$ cat config.mk
export PLATFORM = sky130hd
export DESIGN_NAME = tap_ir_dr_regs_flat
export DESIGN_NICKNAME = d
export VERILOG_FILES = /design/src/rtl/tap_ir_dr_regs_if.sv /design/src/rtl/tap_ir_dr_regs.sv /design/src/flat_wrapper.sv
export SDC_FILE = /design/constraint.sdc
export NUM_CORES = 1
export LEC_CHECK = 0
export CELL_PAD_IN_SITES_DETAIL_PLACEMENT = 1
export CELL_PAD_IN_SITES_GLOBAL_PLACEMENT = 1
export CORE_MARGIN = 1.5
export CORE_UTILIZATION = 37
export DETAILED_ROUTE_END_ITERATION = 10
export PLACE_DENSITY_LB_ADDON = 0.1
export SLEW_MARGIN = 20
export SYNTH_ARGS = -nofsm -noshare
export SYNTH_HDL_FRONTEND = slang
export SYNTH_SLANG_ARGS = --single-unit
$ cat constraint.sdc
create_clock -name clk -period 2.1 [get_ports clk]
set_input_delay 0.21 -clock clk [delete_from_list [all_inputs] [get_ports clk]]
set_output_delay 0.21 -clock clk [all_outputs]
set_load 0.1 [all_outputs]
$ cat src/rtl/tap_ir_dr_regs_if.sv
// tap_ir_dr_regs_if: TAP strobes, serial data and exported registers between the TAP controller side and the IR/DR block
interface tap_ir_dr_regs_if #(
    parameter int IR_W   = 4,
    parameter int USER_W = 16
);
    logic              trst_st;
    logic              c_IR;
    logic              sh_IR;
    logic              u_IR;
    logic              c_DR;
    logic              sh_DR;
    logic              u_DR;
    logic              tdi;
    logic              tdo;
    logic              tdo_en;
    logic [IR_W-1:0]   ir_out;
    logic [USER_W-1:0] user_reg;
    logic              user_upd;

    modport master (
        output trst_st, c_IR, sh_IR, u_IR, c_DR, sh_DR, u_DR, tdi,
        input  tdo, tdo_en, ir_out, user_reg, user_upd
    );

    modport slave (
        input  trst_st, c_IR, sh_IR, u_IR, c_DR, sh_DR, u_DR, tdi,
        output tdo, tdo_en, ir_out, user_reg, user_upd
    );
endinterface

$ cat src/rtl/tap_ir_dr_regs.sv
// tap_ir_dr_regs: JTAG instruction register, BYPASS/IDCODE/USER data registers and registered TDO path
module tap_ir_dr_regs #(
    parameter int                IR_W      = 4,
    parameter int                USER_W    = 16,
    parameter logic [31:0]       IDCODE    = 32'h1000_0001,
    parameter logic [IR_W-1:0]   IDCODE_OP = IR_W'(4'b0001),
    parameter logic [IR_W-1:0]   USER_OP   = IR_W'(4'b0010),
    parameter logic [USER_W-1:0] USER_RST  = '0
) (
    input logic               clk,
    input logic               reset,
    tap_ir_dr_regs_if.slave   bus
);
    typedef enum logic [2:0] {
        OP_NONE,
        OP_CAP_IR,
        OP_SH_IR,
        OP_UPD_IR,
        OP_CAP_DR,
        OP_SH_DR,
        OP_UPD_DR
    } op_e;

    localparam logic [IR_W-1:0] IR_CAP = IR_W'(2'b01);

    op_e               op;
    logic [IR_W-1:0]   ir_sh;
    logic [IR_W-1:0]   ir_out;
    logic              byp;
    logic [31:0]       dr_sh;
    logic [USER_W-1:0] user_reg;
    logic [USER_W-1:0] user_nx;
    logic              tdo;
    logic              tdo_en;
    logic              user_upd;
    logic              sel_id;
    logic              sel_user;

    assign sel_id   = ir_out == IDCODE_OP;
    assign sel_user = !sel_id && ir_out == USER_OP;

    // Resolve overlapping strobes to one winner: IR before DR, capture before shift before update
    always_comb
        op = bus.trst_st ? OP_NONE   :
             bus.c_IR    ? OP_CAP_IR :
             bus.sh_IR   ? OP_SH_IR  :
             bus.u_IR    ? OP_UPD_IR :
             bus.c_DR    ? OP_CAP_DR :
             bus.sh_DR   ? OP_SH_DR  :
             bus.u_DR    ? OP_UPD_DR : OP_NONE;

    // USER chain shifted right by one, tdi entering its top bit
    always_comb begin
        user_nx            = dr_sh[USER_W-1:0] >> 1;
        user_nx[USER_W-1]  = bus.tdi;
    end

    // Register update for the winning operation; reset discards any partial shift
    always_ff @(posedge clk) begin
        if (reset) begin
            ir_sh    <= '0;
            ir_out   <= IDCODE_OP;
            byp      <= 1'b0;
            dr_sh    <= '0;
            user_reg <= USER_RST;
            tdo      <= 1'b0;
            tdo_en   <= 1'b0;
            user_upd <= 1'b0;
        end else begin
            tdo_en   <= op == OP_SH_IR || op == OP_SH_DR;
            user_upd <= op == OP_UPD_DR && sel_user;
            if (bus.trst_st)
                ir_out <= IDCODE_OP;
            if (op == OP_CAP_IR)
                ir_sh <= IR_CAP;
            if (op == OP_SH_IR) begin
                tdo   <= ir_sh[0];
                ir_sh <= {bus.tdi, ir_sh[IR_W-1:1]};
            end
            if (op == OP_UPD_IR)
                ir_out <= ir_sh;
            if (op == OP_CAP_DR) begin
                if (sel_id)
                    dr_sh <= IDCODE;
                else if (sel_user)
                    dr_sh[USER_W-1:0] <= user_reg;
                else
                    byp <= 1'b0;
            end
            if (op == OP_SH_DR) begin
                if (sel_id) begin
                    tdo   <= dr_sh[0];
                    dr_sh <= {bus.tdi, dr_sh[31:1]};
                end else if (sel_user) begin
                    tdo               <= dr_sh[0];
                    dr_sh[USER_W-1:0] <= user_nx;
                end else begin
                    tdo <= byp;
                    byp <= bus.tdi;
                end
            end
            if (op == OP_UPD_DR && sel_user)
                user_reg <= dr_sh[USER_W-1:0];
        end
    end

    assign bus.tdo      = tdo;
    assign bus.tdo_en   = tdo_en;
    assign bus.ir_out   = ir_out;
    assign bus.user_reg = user_reg;
    assign bus.user_upd = user_upd;
endmodule

$ cat src/flat_wrapper.sv
// flat-port wrapper written by rule: the top's interface ports become plain ports
module tap_ir_dr_regs_flat 
#(
    parameter int                IR_W      = 4,
    parameter int                USER_W    = 16,
    parameter logic [31:0]       IDCODE    = 32'h1000_0001,
    parameter logic [IR_W-1:0]   IDCODE_OP = IR_W'(4'b0001),
    parameter logic [IR_W-1:0]   USER_OP   = IR_W'(4'b0010),
    parameter logic [USER_W-1:0] USER_RST  = '0
)
  (clk, reset, bus_trst_st, bus_c_IR, bus_sh_IR, bus_u_IR, bus_c_DR, bus_sh_DR, bus_u_DR, bus_tdi, bus_tdo, bus_tdo_en, bus_ir_out, bus_user_reg, bus_user_upd);
  tap_ir_dr_regs_if #(.IR_W(IR_W), .USER_W(USER_W)) bus_i ();
  input logic clk;
  input logic reset;
  input wire logic [$bits(bus_i.trst_st)-1:0] bus_trst_st;
  input wire logic [$bits(bus_i.c_IR)-1:0] bus_c_IR;
  input wire logic [$bits(bus_i.sh_IR)-1:0] bus_sh_IR;
  input wire logic [$bits(bus_i.u_IR)-1:0] bus_u_IR;
  input wire logic [$bits(bus_i.c_DR)-1:0] bus_c_DR;
  input wire logic [$bits(bus_i.sh_DR)-1:0] bus_sh_DR;
  input wire logic [$bits(bus_i.u_DR)-1:0] bus_u_DR;
  input wire logic [$bits(bus_i.tdi)-1:0] bus_tdi;
  output wire logic [$bits(bus_i.tdo)-1:0] bus_tdo;
  output wire logic [$bits(bus_i.tdo_en)-1:0] bus_tdo_en;
  output wire logic [$bits(bus_i.ir_out)-1:0] bus_ir_out;
  output wire logic [$bits(bus_i.user_reg)-1:0] bus_user_reg;
  output wire logic [$bits(bus_i.user_upd)-1:0] bus_user_upd;
  assign bus_i.trst_st = bus_trst_st;
  assign bus_i.c_IR = bus_c_IR;
  assign bus_i.sh_IR = bus_sh_IR;
  assign bus_i.u_IR = bus_u_IR;
  assign bus_i.c_DR = bus_c_DR;
  assign bus_i.sh_DR = bus_sh_DR;
  assign bus_i.u_DR = bus_u_DR;
  assign bus_i.tdi = bus_tdi;
  assign bus_tdo = bus_i.tdo;
  assign bus_tdo_en = bus_i.tdo_en;
  assign bus_ir_out = bus_i.ir_out;
  assign bus_user_reg = bus_i.user_reg;
  assign bus_user_upd = bus_i.user_upd;
  tap_ir_dr_regs #(.IR_W(IR_W), .USER_W(USER_W), .IDCODE(IDCODE), .IDCODE_OP(IDCODE_OP), .USER_OP(USER_OP), .USER_RST(USER_RST)) u_core (.clk(clk), .reset(reset), .bus(bus_i));
endmodule
==> metrics.md <==
| Metric | Value |
|---|---|
| Status | `completed` |
| WS Path Type | `input port to flop` |
| EDFF count, synth | `0` |
| Top cells by area, synth | `dfxtp_1 (44%), nand2_1 (5.9%), mux2i_1 (5.9%)` |
| Die height | `88.8 µm` |
| Initial antenna violation count | `0` |
| Synthesized flop and latch total | `60` |
| CTS Buf Count | `9` |
| Routed Antenna Nets | `0` |
| Final Wtd Congestion | `0.800` |
| Clock-pin slew on the worst setup and hold paths | `~0.07 ns` |
| Number of global-route vias before repair | `~2,400` |
| P_leak | `1.32 nW` |
| Max VDD drop | `0.000276 V` |
| CP startpoint kind | `input port` |
| Die area | `between 0.007 and 0.008 mm²` |
| Synthesized cell area | `~0.0027 mm²` |
| Antenna Cells | `0` |
| Combinational fraction of design power | `7.5%` |
| Core Box Area | `around 0.007 mm²` |
| Syn Nets | `approximately 330` |
| Gr ovfl total | `0` |
| Post_cts resized | `0` |
| Crit path time final | `between 2 and 2.5 ns` |
| Design area | `about 0.0034 mm²` |
| Fin nets | `roughly 380` |
| TritonCTS clock tree | `done` |
| Max FO, Critical Path | `11` |
| FILL cells | `slightly below 900` |
| Internal power | `1.65 mW` |
| FP Rows | `31` |
| CTS Hold Bufs | `0` |
| Share of cells above drive strength 1 | `around a fifth` |
| Top-count cell post-synth | `dfxtp_1` |
| PD cells | `647 mW/mm²` |
| Met2 wire len | `approximately 3.2 mm` |
| RSZ-0062 raised after global routing | `false` |
| Routed len/inst | `~15 µm` |
| Detailed Route WL | `6.95 mm` |
| Final Hold Viols | `0` |
| Reg power frac | `52.9%` |
| Synth top area share | `between 40% and 50%` |
| Via/cell ratio | `5.21` |
| 1st-iter DRT viols | `120` |
| Clock Latency Late Sink | `~0.32 ns` |
| Starting Density | `~38%` |
| Drt drc | `0` |
| H-tree Lvls | `3` |
| Sequential standard cell area | `around 0.0012 mm²` |
| Max-slew violations | `0` |
| DP Wirelength | `slightly below 5 mm` |
| Total of max-cap violations | `0` |
| Measured slew at the worst slew-check pin | `0.579 ns` |
| Post-synth ARST share | `0%` |
| CP endpoint kind | `flop` |
| Cells after synthesis | `324` |
| Die X | `between 80 and 90 µm` |
| Slew margin rel. | `61.4%` |
| Clk pwr share | `about 40%` |
| P_sw | `about 0.53 mW` |
| Clk_skew | `around 0.007 ns` |
| Synth warn | `0` |
| Top sig layer | `met4` |
| Detailed Routing Iterations Pass 1 | `5` |
| I/O pin count | `33` |
| Overall Global Routing Usage | `between 10% and 20%` |
| Global-route wire length before repair | `11.5 mm` |
| Post-synthesis sequential area ratio | `between 40% and 50%` |
| Area leader, netlist | `dfxtp_1` |
| Layout Utilization | `between 40% and 50%` |
| Primary FF master, synth | `dfxtp_1` |
| DP Area | `~0.0032 mm²` |
| Tcrit/Tclk final | `between 90% and 100%` |
| Net Sw Frac | `24.4%` |
| Footprint of the multi-input gates | `between 0.001 and 0.0015 mm²` |
| Synth cell count leaders | `dfxtp_1 (60), nand2_1 (43), nor2_1 (41), a21oi_1 (24), nand3_1 (19)` |
| Syn Area/Cell | `between 8 and 9 µm²` |
| Clock Path Buffers | `2` |
| Fmax | `slightly below 500 MHz` |
| Pin count of the biggest net entering global routing | `31` |
| WL met1 | `3.52 mm` |
| Post-CTS setup buffers | `0` |
| Synth cell types | `43` |
| PortBufs | `32` |
| Met3 WL post-DR | `222 µm` |
| Vias | `around 2,400` |
| Setup violators final | `0` |
| Clk root buf | `clkbuf_8` |
| Synthesis-to-layout area growth | `23.9%` |
| Crit path required time | `between 2 and 2.5 ns` |
| WP data arrival | `roughly 2.2 ns` |
| Tightest Hold Check Type | `input port to flop` |
| CTS Sinks | `60` |
-- path summary, 6_finish.rpt --
path	startpoint	endpoint	slack, ns	cells after the start
worst max-delay path	bus_u_IR	u_core.dr_sh[15]	0.09	5
worst min-delay path	reset	u_core.bus.user_reg[0]	0.37	2
worst max register to register	u_core.bus.ir_out[1]	flop	0.34	5
worst min register to register	flop	flop	0.45	2
-- worst max-delay path, cell delays in order --
cell and delay, ns:
clkdlybuf4s50_1 0.41, or4_1 0.69, or4_4 0.68, nand3_1 0.12
a31oi_1 0.09
-- cell families (layout without fill, tap and decap cells) --
kind of cell	count (synthesis)	in the layout	synth area share, %
xor gates and xnor gates	2	2	0.643
and+or+nand+nor	131	131	24.2
buffers and inverters	32	79	5.33
DFF	60	60	44.1
muxes	16	16	5.88
AOI/OAI and AO/OA	83	83	19.9
-- power by group through the flow --
stage | clock, mW | combinational (mW) | sequential, mW
final | 0.866 | 0.163 | 1.16
after detailed placement | 0 | 0.164 | 1.18
after floorplan | 0 | 0.0842 | 1.19
after CTS | 0.898 | 0.164 | 1.16
after global placement | 0 | 0.163 | 1.18
after global routing | 0.952 | 0.179 | 1.16
-- cells in the final DEF (no fill, tap or decap), drive strengths merged, types with 2 or more instances in the layout --
cell and count:
nor4 3, or4 2, o22ai 6, nand4 3, or4b 2, nand2 43
nor3 2, a21o 12, nor2 41, a211oi 12, nor3b 4, or3 2
buf 48, dfxtp 60, o21bai 2, nor2b 3, a32oi 3, mux2i 16
nor4b 2, inv 9, clkdlybuf4s50 8, o21ai 13, clkbuf 11, nand3 19
a221oi 6, a21oi 24, nand2b 2, clkinv 3
-- area by class of cell --
cell class	instances	share of cell area (%)
multi-input combinational	232	41.1
timing repair buffer	56	13.7
clock buffer	11	4.19
inverter	9	1.00
clock inverter	3	0.445
sequential	60	35.9
tap	99	3.67
-- stage by stage --
stage | total power, mW | hold slack [ns] | cells | setup TNS (ns) | setup slack [ns]
3_5_place_dp | 1.35 | 0.445 | 456 | -5.17 | -0.244
5_1_grt | 2.29 | 0.381 | 470 | 0 | 0.0167
4_1_cts | 2.22 | 0.370 | 470 | 0 | 0.104
3_3_place_gp | 1.34 | 0.438 | 456 | -4.48 | -0.235
2_1_floorplan | 1.28 | 0.338 | 324 | 0 | 0.0727
6_report | 2.19 | 0.369 | 470 | 0 | 0.0885
-- routing by layer --
| metal | vias to the layer above | track usage, % |
|---|---|---|
| li1 | 1238 | - |
| met1 | 1174 | 26.3 |
| met5 | - | 0 |
| met4 | 0 | 3.84 |
| met3 | 2 | 4.94 |
| met2 | 35 | 29.5 |
Power figures use the tool's default switching activity.
